File: src/rtl/switch_allocator.sv
`default_nettype none
// ============================================================================
// Module   : switch_allocator
// Purpose  : Per-output-port packet allocator for the chiplet switch.
//            Each output port arbitrates round-robin among input buffers
//            that request it. The winner holds the port for a whole packet.
//            Downstream credits are tracked per (output port, VC).
// Ports    : clk, rst           - clock, synchronous active-high reset
//            req_valid/outport/vc - per-buffer routed packet-head requests
//            flit_sent/packet_sent - per-output flit / tail-flit departures
//            credit_granted     - per (port, VC) credit returns, index p*NUM_VCS+v
//            buffer_grant       - buffer owns an output port
//            outport_busy/sel/vc - per-port lock state, owner and VC
//            credit_avail       - locked VC has credit (flit may be sent)
//            credit_err         - sticky protocol-violation flag
//            pkt_count          - per-port 16-bit packet counters
//                                 (only with SWITCH_ALLOC_STATS_EN)
// Options  : `define SWITCH_ALLOC_STATS_EN adds pkt_count.
// Revision : 1.0 - initial release
// ============================================================================
module switch_allocator #(
  parameter int NUM_OUTPORTS = 4,
  parameter int NUM_BUFFERS  = 4,
  parameter int NUM_VCS      = 2,
  parameter int BUFFER_DEPTH = 8,
  localparam int OW = $clog2(NUM_OUTPORTS),
  localparam int BW = $clog2(NUM_BUFFERS),
  localparam int VW = $clog2(NUM_VCS),
  localparam int CW = $clog2(BUFFER_DEPTH + 1)
) (
  input  logic                        clk,
  input  logic                        rst,
  input  logic [NUM_BUFFERS-1:0]      req_valid,
  input  logic [NUM_BUFFERS*OW-1:0]   req_outport,
  input  logic [NUM_BUFFERS*VW-1:0]   req_vc,
  input  logic [NUM_OUTPORTS-1:0]     flit_sent,
  input  logic [NUM_OUTPORTS-1:0]     packet_sent,
  input  logic [NUM_OUTPORTS*NUM_VCS-1:0] credit_granted,
  output logic [NUM_BUFFERS-1:0]      buffer_grant,
  output logic [NUM_OUTPORTS-1:0]     outport_busy,
  output logic [NUM_OUTPORTS*BW-1:0]  outport_sel,
  output logic [NUM_OUTPORTS*VW-1:0]  outport_vc,
  output logic [NUM_OUTPORTS-1:0]     credit_avail,
  output logic                        credit_err
`ifdef SWITCH_ALLOC_STATS_EN
  ,
  output logic [NUM_OUTPORTS*16-1:0]  pkt_count
`endif
);

  typedef enum logic {S_IDLE = 1'b0, S_LOCKED = 1'b1} state_t;

  localparam logic [CW-1:0] C_DEPTH = CW'(BUFFER_DEPTH);

  state_t          r_state  [NUM_OUTPORTS];
  logic [BW-1:0]   r_sel    [NUM_OUTPORTS];
  logic [VW-1:0]   r_vc     [NUM_OUTPORTS];
  logic [BW-1:0]   r_rr     [NUM_OUTPORTS];
  logic [CW-1:0]   r_credit [NUM_OUTPORTS][NUM_VCS];
  logic [NUM_BUFFERS-1:0] r_grant;
  logic            r_err;

  logic [NUM_BUFFERS-1:0] w_elig   [NUM_OUTPORTS];
  logic                   w_found  [NUM_OUTPORTS];
  logic [BW-1:0]          w_win    [NUM_OUTPORTS];
  logic [VW-1:0]          w_win_vc [NUM_OUTPORTS];
  logic [CW-1:0]          w_credit_next [NUM_OUTPORTS][NUM_VCS];
  logic [NUM_BUFFERS-1:0] w_grant_set;
  logic [NUM_BUFFERS-1:0] w_grant_clr;
  logic                   w_err;
  logic [BW-1:0]          w_idx;
  logic                   w_inc;
  logic                   w_dec;

  // Eligibility and round-robin pick per output port.
  always_comb begin
    w_idx = '0;
    for (int p = 0; p < NUM_OUTPORTS; p++) begin
      w_elig[p]   = '0;
      w_found[p]  = 1'b0;
      w_win[p]    = '0;
      w_win_vc[p] = '0;
      for (int b = 0; b < NUM_BUFFERS; b++) begin
        if (req_valid[b] && (req_outport[b*OW +: OW] == OW'(p)) &&
            (r_credit[p][req_vc[b*VW +: VW]] != '0) && !r_grant[b])
          w_elig[p][b] = 1'b1;
      end
      for (int i = 0; i < NUM_BUFFERS; i++) begin
        w_idx = BW'((int'(r_rr[p]) + i) % NUM_BUFFERS);
        if (!w_found[p] && w_elig[p][w_idx]) begin
          w_found[p] = 1'b1;
          w_win[p]   = w_idx;
        end
      end
      w_win_vc[p] = req_vc[int'(w_win[p])*VW +: VW];
    end
  end

  // Grant set/clear vectors, credit next-state and error detection.
  // A buffer is granted by at most one port per cycle because it only
  // requests a single output port.
  always_comb begin
    w_grant_set = '0;
    w_grant_clr = '0;
    w_err       = 1'b0;
    w_inc       = 1'b0;
    w_dec       = 1'b0;
    for (int p = 0; p < NUM_OUTPORTS; p++) begin
      if (r_state[p] == S_IDLE) begin
        if (w_found[p])
          w_grant_set[w_win[p]] = 1'b1;
        if (flit_sent[p] || packet_sent[p])
          w_err = 1'b1;
      end else if (packet_sent[p]) begin
        w_grant_clr[r_sel[p]] = 1'b1;
      end
      for (int v = 0; v < NUM_VCS; v++) begin
        w_inc = credit_granted[p*NUM_VCS + v];
        w_dec = (r_state[p] == S_LOCKED) && (flit_sent[p] || packet_sent[p]) &&
                (r_vc[p] == VW'(v));
        w_credit_next[p][v] = r_credit[p][v];
        // Simultaneous return and consumption cancel out.
        if (w_inc && !w_dec) begin
          if (r_credit[p][v] == C_DEPTH) w_err = 1'b1;
          else w_credit_next[p][v] = r_credit[p][v] + 1'b1;
        end else if (w_dec && !w_inc) begin
          if (r_credit[p][v] == '0) w_err = 1'b1;
          else w_credit_next[p][v] = r_credit[p][v] - 1'b1;
        end
      end
    end
  end

  always_ff @(posedge clk) begin
    if (rst) begin
      for (int p = 0; p < NUM_OUTPORTS; p++) begin
        r_state[p] <= S_IDLE;
        r_sel[p]   <= '0;
        r_vc[p]    <= '0;
        r_rr[p]    <= '0;
        for (int v = 0; v < NUM_VCS; v++)
          r_credit[p][v] <= C_DEPTH;
      end
      r_grant <= '0;
      r_err   <= 1'b0;
    end else begin
      for (int p = 0; p < NUM_OUTPORTS; p++) begin
        case (r_state[p])
          S_IDLE: begin
            if (w_found[p]) begin
              r_state[p] <= S_LOCKED;
              r_sel[p]   <= w_win[p];
              r_vc[p]    <= w_win_vc[p];
            end
          end
          S_LOCKED: begin
            if (packet_sent[p]) begin
              r_state[p] <= S_IDLE;
              r_rr[p]    <= BW'((int'(r_sel[p]) + 1) % NUM_BUFFERS);
              r_sel[p]   <= '0;
              r_vc[p]    <= '0;
            end
          end
          default: r_state[p] <= S_IDLE;
        endcase
        for (int v = 0; v < NUM_VCS; v++)
          r_credit[p][v] <= w_credit_next[p][v];
      end
      r_grant <= (r_grant & ~w_grant_clr) | w_grant_set;
      if (w_err) r_err <= 1'b1;
    end
  end

  always_comb begin
    for (int p = 0; p < NUM_OUTPORTS; p++) begin
      outport_busy[p]          = (r_state[p] == S_LOCKED);
      outport_sel[p*BW +: BW]  = r_sel[p];
      outport_vc[p*VW +: VW]   = r_vc[p];
      credit_avail[p]          = (r_state[p] == S_LOCKED) && (r_credit[p][r_vc[p]] != '0);
    end
  end

  assign buffer_grant = r_grant;
  assign credit_err   = r_err;

`ifdef SWITCH_ALLOC_STATS_EN
  generate
    for (genvar gp = 0; gp < NUM_OUTPORTS; gp++) begin : g_stats
      logic [15:0] r_pkt_cnt;
      always_ff @(posedge clk) begin
        if (rst)
          r_pkt_cnt <= '0;
        else if ((r_state[gp] == S_LOCKED) && packet_sent[gp])
          r_pkt_cnt <= r_pkt_cnt + 16'd1;
      end
      assign pkt_count[gp*16 +: 16] = r_pkt_cnt;
    end
  endgenerate
`endif

endmodule
`default_nettype wire

File: config.mk
export PLATFORM = sky130hd
export DESIGN_NAME = switch_allocator
export DESIGN_NICKNAME = d
export VERILOG_FILES = /design/src/rtl/switch_allocator.sv
export SDC_FILE = /design/constraint.sdc
export NUM_CORES = 1
export LEC_CHECK = 0
export CAP_MARGIN = 20
export CORE_ASPECT_RATIO = 0.75
export CORE_UTILIZATION = 25
export DETAILED_ROUTE_END_ITERATION = 7
export DONT_BUFFER_PORTS = 1
export GPL_ROUTABILITY_DRIVEN = 0
export HOLD_SLACK_MARGIN = 0.08
export PLACE_DENSITY_LB_ADDON = 0.05
export SYNTH_ARGS = -nofsm -noshare
export SYNTH_HDL_FRONTEND = slang
export SYNTH_SLANG_ARGS = --single-unit
File: constraint.sdc
create_clock -name clk -period 2.82 [get_ports clk]
set_clock_uncertainty 0.15 [all_clocks]
set_input_delay 0.282 -clock clk [delete_from_list [all_inputs] [get_ports clk]]
set_output_delay 0.282 -clock clk [all_outputs]
set_load 0.05 [all_outputs]
==> metrics.txt <==
# TYPE chip_impl_metric gauge
chip_impl_info{name="outcome",value="finished, violations left"} 1
chip_impl_info{name="violations",value="design-rule violations"} 1
chip_impl_metric{name="drt_pre_antenna_iters",unit=""} 7
chip_impl_metric{name="clock-sinks",unit=""} 61
chip_impl_metric{name="post-layout-total-power",unit="uW"} 5290
chip_impl_metric{name="clk_pin_slew_worst_paths",unit="ns"} 0.06
chip_impl_metric{name="route.detailed.vias_per_inst",unit=""} 5.071
chip_impl_metric{name="grt_util_met1",unit="%"} 22.07
chip_impl_metric{name="first_pass_grt_wire_length",unit="um"} 24510
chip_impl_metric{name="finalCriticalPeriod",unit="ns"} 2.670
chip_impl_metric{name="hpwlAfterDp",unit="um"} 12420
chip_impl_metric{name="post_route_cells_drive_above_1_share",unit="%"} 16.15
chip_impl_metric{name="floorplan.rows",unit=""} 44
chip_impl_metric{name="core_region_area",unit="um^2"} 19600
chip_impl_metric{name="buffer_ports.inserted",unit=""} 0
chip_impl_metric{name="slew_headroom",unit="%"} 57.15
chip_impl_metric{name="die_y",unit="um"} 125.3
chip_impl_metric{name="synth.top_cell.area_share",unit="%"} 26.09
chip_impl_metric{name="period_share",unit="%"} 94.69
chip_impl_info{name="synth.largest_area_cell",value="sky130_fd_sc_hd__edfxtp_1"} 1
chip_impl_metric{name="timing.final.max_slew_violations",unit=""} 0
chip_impl_metric{name="transition_time_at_the_pin_with_the_least_slew_margin",unit="ns"} 0.6427
chip_impl_metric{name="synthesis.nets",unit=""} 618
chip_impl_info{name="critical_path.endpoint_type",value="flip-flop"} 1
chip_impl_metric{name="power.static_leakage",unit="uW"} 0.002368
chip_impl_metric{name="number_of_antenna_violations_at_the_first_check_in_global_routing",unit=""} 0
chip_impl_metric{name="worst_setup_timing_slack_at_the_placement_stage",unit="ns"} 0.1421
chip_impl_metric{name="pwr_density_cell",unit="nW/um^2"} 884.4
chip_impl_metric{name="nNetsFinal",unit=""} 651
chip_impl_metric{name="yosysWarningCount",unit=""} 0
chip_impl_info{name="synth.area.top_cells",value="sky130_fd_sc_hd__edfxtp_1 26%, sky130_fd_sc_hd__ha_1 9.4%, sky130_fd_sc_hd__dfxtp_1 6.7%"} 1
chip_impl_metric{name="worst_hold_slack",unit="ns"} 0.1005
chip_impl_metric{name="grt.met2_usage",unit="%"} 23.55
chip_impl_metric{name="cts-buffers-inserted",unit=""} 9
chip_impl_metric{name="synth.lib_cells_used.distinct",unit=""} 76
chip_impl_metric{name="cp_data_arrival_time",unit="ns"} 2.78
chip_impl_metric{name="synth-seq-cells",unit=""} 61
chip_impl_metric{name="cts-root-to-sink-buffers",unit=""} 2
chip_impl_metric{name="drcViolationCount",unit=""} 10
chip_impl_metric{name="synth_async_sr_flop_share",unit="%"} 0
chip_impl_info{name="path_class",value="reg -> reg"} 1
chip_impl_metric{name="critical_path_required",unit="ns"} 2.93
chip_impl_metric{name="detailroute.via_count",unit=""} 4209
chip_impl_metric{name="yosysSeqAreaShare",unit="%"} 32.81
chip_impl_info{name="holdCritPathClass",value="in -> reg"} 1
chip_impl_metric{name="drt_wl_cell",unit="um"} 19.30
chip_impl_metric{name="syn-instance-count",unit=""} 538
chip_impl_metric{name="gr-usage-all-layers",unit="%"} 15.77
chip_impl_metric{name="grt_pass1_vias",unit=""} 4108
chip_impl_info{name="setup.worst_path.start_class",value="flip-flop"} 1
chip_impl_metric{name="final_setup_violation_count",unit=""} 0
chip_impl_metric{name="routed_wirelength",unit="um"} 16020
chip_impl_metric{name="initialDrtViolationCount",unit=""} 279
chip_impl_metric{name="largest_net_degree_at_the_start_of_global_routing",unit=""} 50
chip_impl_metric{name="max_clock_freq",unit="GHz"} 0.3745
chip_impl_metric{name="die_area",unit="um^2"} 20840
chip_impl_metric{name="dieWidth",unit="um"} 166.4
chip_impl_metric{name="drt.antenna.violating_nets",unit=""} 0
chip_impl_metric{name="filler_cell_count",unit=""} 2059
chip_impl_metric{name="grtUsageMet3",unit="%"} 4.527
chip_impl_info{name="tritoncts",value="built"} 1
chip_impl_metric{name="start_util",unit="%"} 25.84
chip_impl_metric{name="layout_setup_ws",unit="ns"} 0.1496
chip_impl_info{name="dominantRegCellSynth",value="sky130_fd_sc_hd__edfxtp_1"} 1
chip_impl_metric{name="area_growth",unit="%"} 18.11
chip_impl_metric{name="avgSynthCellArea",unit="um^2"} 9.414
chip_impl_metric{name="globalRouteOverflowTotal",unit=""} 0
chip_impl_metric{name="mapped_cell_area",unit="um^2"} 5065
chip_impl_metric{name="drv_cap",unit=""} 0
chip_impl_metric{name="synth-edff-count",unit=""} 44
chip_impl_metric{name="htree_levels",unit=""} 3
chip_impl_metric{name="clock_latency",unit="ns"} 0.34
chip_impl_metric{name="ios",unit=""} 59
chip_impl_info{name="busiest_layer",value="met2"} 1
chip_impl_metric{name="final-hold-violation-count",unit=""} 0
chip_impl_info{name="clock-root-buffer",value="sky130_fd_sc_hd__clkbuf_16"} 1
chip_impl_metric{name="peak_supply_drop",unit="uV"} 305.7
chip_impl_metric{name="path_max_fanout",unit=""} 5
worst paths after layout:
kind                                 end                         start  slack, ns  cells past startpoint
min reg2reg  r_credit[3][5]$_SDFFE_PP0P_   r_credit[3][5]$_SDFFE_PP0P_       0.37                      2
min                r_vc[3]$_SDFFCE_PP0P_                     req_vc[0]       0.10                      2
max           buffer_grant[3]$_SDFF_PP0_  r_credit[1][5]$_SDFFCE_PP0P_       0.15                      8
max reg2reg   buffer_grant[3]$_SDFF_PP0_  r_credit[1][5]$_SDFFCE_PP0P_       0.15                      8
routing by layer:
metal | part of all wire, % | up-vias | routed length (um)
met1 | 49 | 2039 | 7913
met5 | 0 | - | 0
li1 | - | 2051 | -
met3 | 7.4 | 15 | 1188
met2 | 42 | 104 | 6718
met4 | 1.3 | 0 | 201
cell usage in the layout, fill, tap and decap left out, types with 8 or more instances in the layout:
cell type                    n
sky130_fd_sc_hd__fa_1        8
sky130_fd_sc_hd__inv_1      34
sky130_fd_sc_hd__nand2_1    49
sky130_fd_sc_hd__a21oi_1    20
sky130_fd_sc_hd__a211oi_1    8
sky130_fd_sc_hd__edfxtp_1   44
sky130_fd_sc_hd__nor3_1     27
sky130_fd_sc_hd__nand3_1    16
sky130_fd_sc_hd__nand2b_1   17
sky130_fd_sc_hd__xnor2_1    23
sky130_fd_sc_hd__mux2i_1    11
sky130_fd_sc_hd__buf_4      37
sky130_fd_sc_hd__clkbuf_16  10
sky130_fd_sc_hd__a21o_1      8
sky130_fd_sc_hd__dfxtp_1    17
sky130_fd_sc_hd__ha_1       38
sky130_fd_sc_hd__nor2_1     45
sky130_fd_sc_hd__nor3b_1    10
sky130_fd_sc_hd__and3_1      9
cells by family (layout without fill, tap and decap cells):
group | count (synthesis) | count (layout) | share of synthesized area [%]
and+or+nand+nor | 234 | 234 | 26.21
adders and majority gates | 46 | 46 | 12.55
xor gates and xnor gates | 25 | 25 | 4.323
DFF | 61 | 61 | 32.81
other | 0 | 1 | 0
buffers and inverters | 53 | 91 | 5.138
muxes | 14 | 14 | 2.915
AOI/OAI and AO/OA | 105 | 105 | 16.06
synth_stat cells, drive strengths merged, types with 16 or more instances:
library cell  instances
nand2                49
nand3                16
ha                   38
nor3                 27
edfxtp               44
nor2                 46
a21oi                21
xnor2                23
inv                  35
nand2b               17
dfxtp                17
through the flow:
stage	util [%]	TNS [ns]	cells	cell area, um^2
final	30.52	0	830	5982
after global routing	30.51	-0.02723	829	5979
after CTS	30.07	0	825	5893
after detailed placement	28.06	0	806	5500
after global placement	28.06	0	806	5500
after floorplan	-	0	538	5065
power by group:
part           switching, uW  internal (uW)
sequential               435           1300
clock                    413            873
combinational           1280            985
total                   2130           3160
sequential cells by signal (all words and copies together) (netlist names):
register and cells:
buffer_grant 4, credit_err 1, r_credit 32, r_rr 8
r_sel 8, r_state 4, r_vc 4
cell type report:
cell class	count	area, um^2	area share (%)
clock buffer	13	281.5	4.706
tap	253	316.6	5.292
clock inverter	3	63.81	1.067
timing repair buffer	40	325.3	5.438
inverter	35	131.4	2.196
multi-input combinational	424	3199	53.48
sequential	61	1662	27.78
antenna	1	2.502	0.04183
worst max-delay path, cell delays in order, from the launching register on:
cell and delay (ns):
sky130_fd_sc_hd__edfxtp_1 0.47, sky130_fd_sc_hd__or4_1 0.25, sky130_fd_sc_hd__nor2_2 0.07, sky130_fd_sc_hd__a2111oi_4 0.46
sky130_fd_sc_hd__o211ai_1 0.18, sky130_fd_sc_hd__buf_4 0.17, sky130_fd_sc_hd__nor3_1 0.34, sky130_fd_sc_hd__or2b_2 0.34
sky130_fd_sc_hd__a41oi_2 0.15
timing repair:
action                                  CTS  global route
endpoints found under the setup margin    0             6
setup buffers                             0             4
hold buffers                              3             0
resized for setup                         0             8
endpoints found under the hold margin    53             0
No activity file was read; power rests on OpenSTA's default activity.
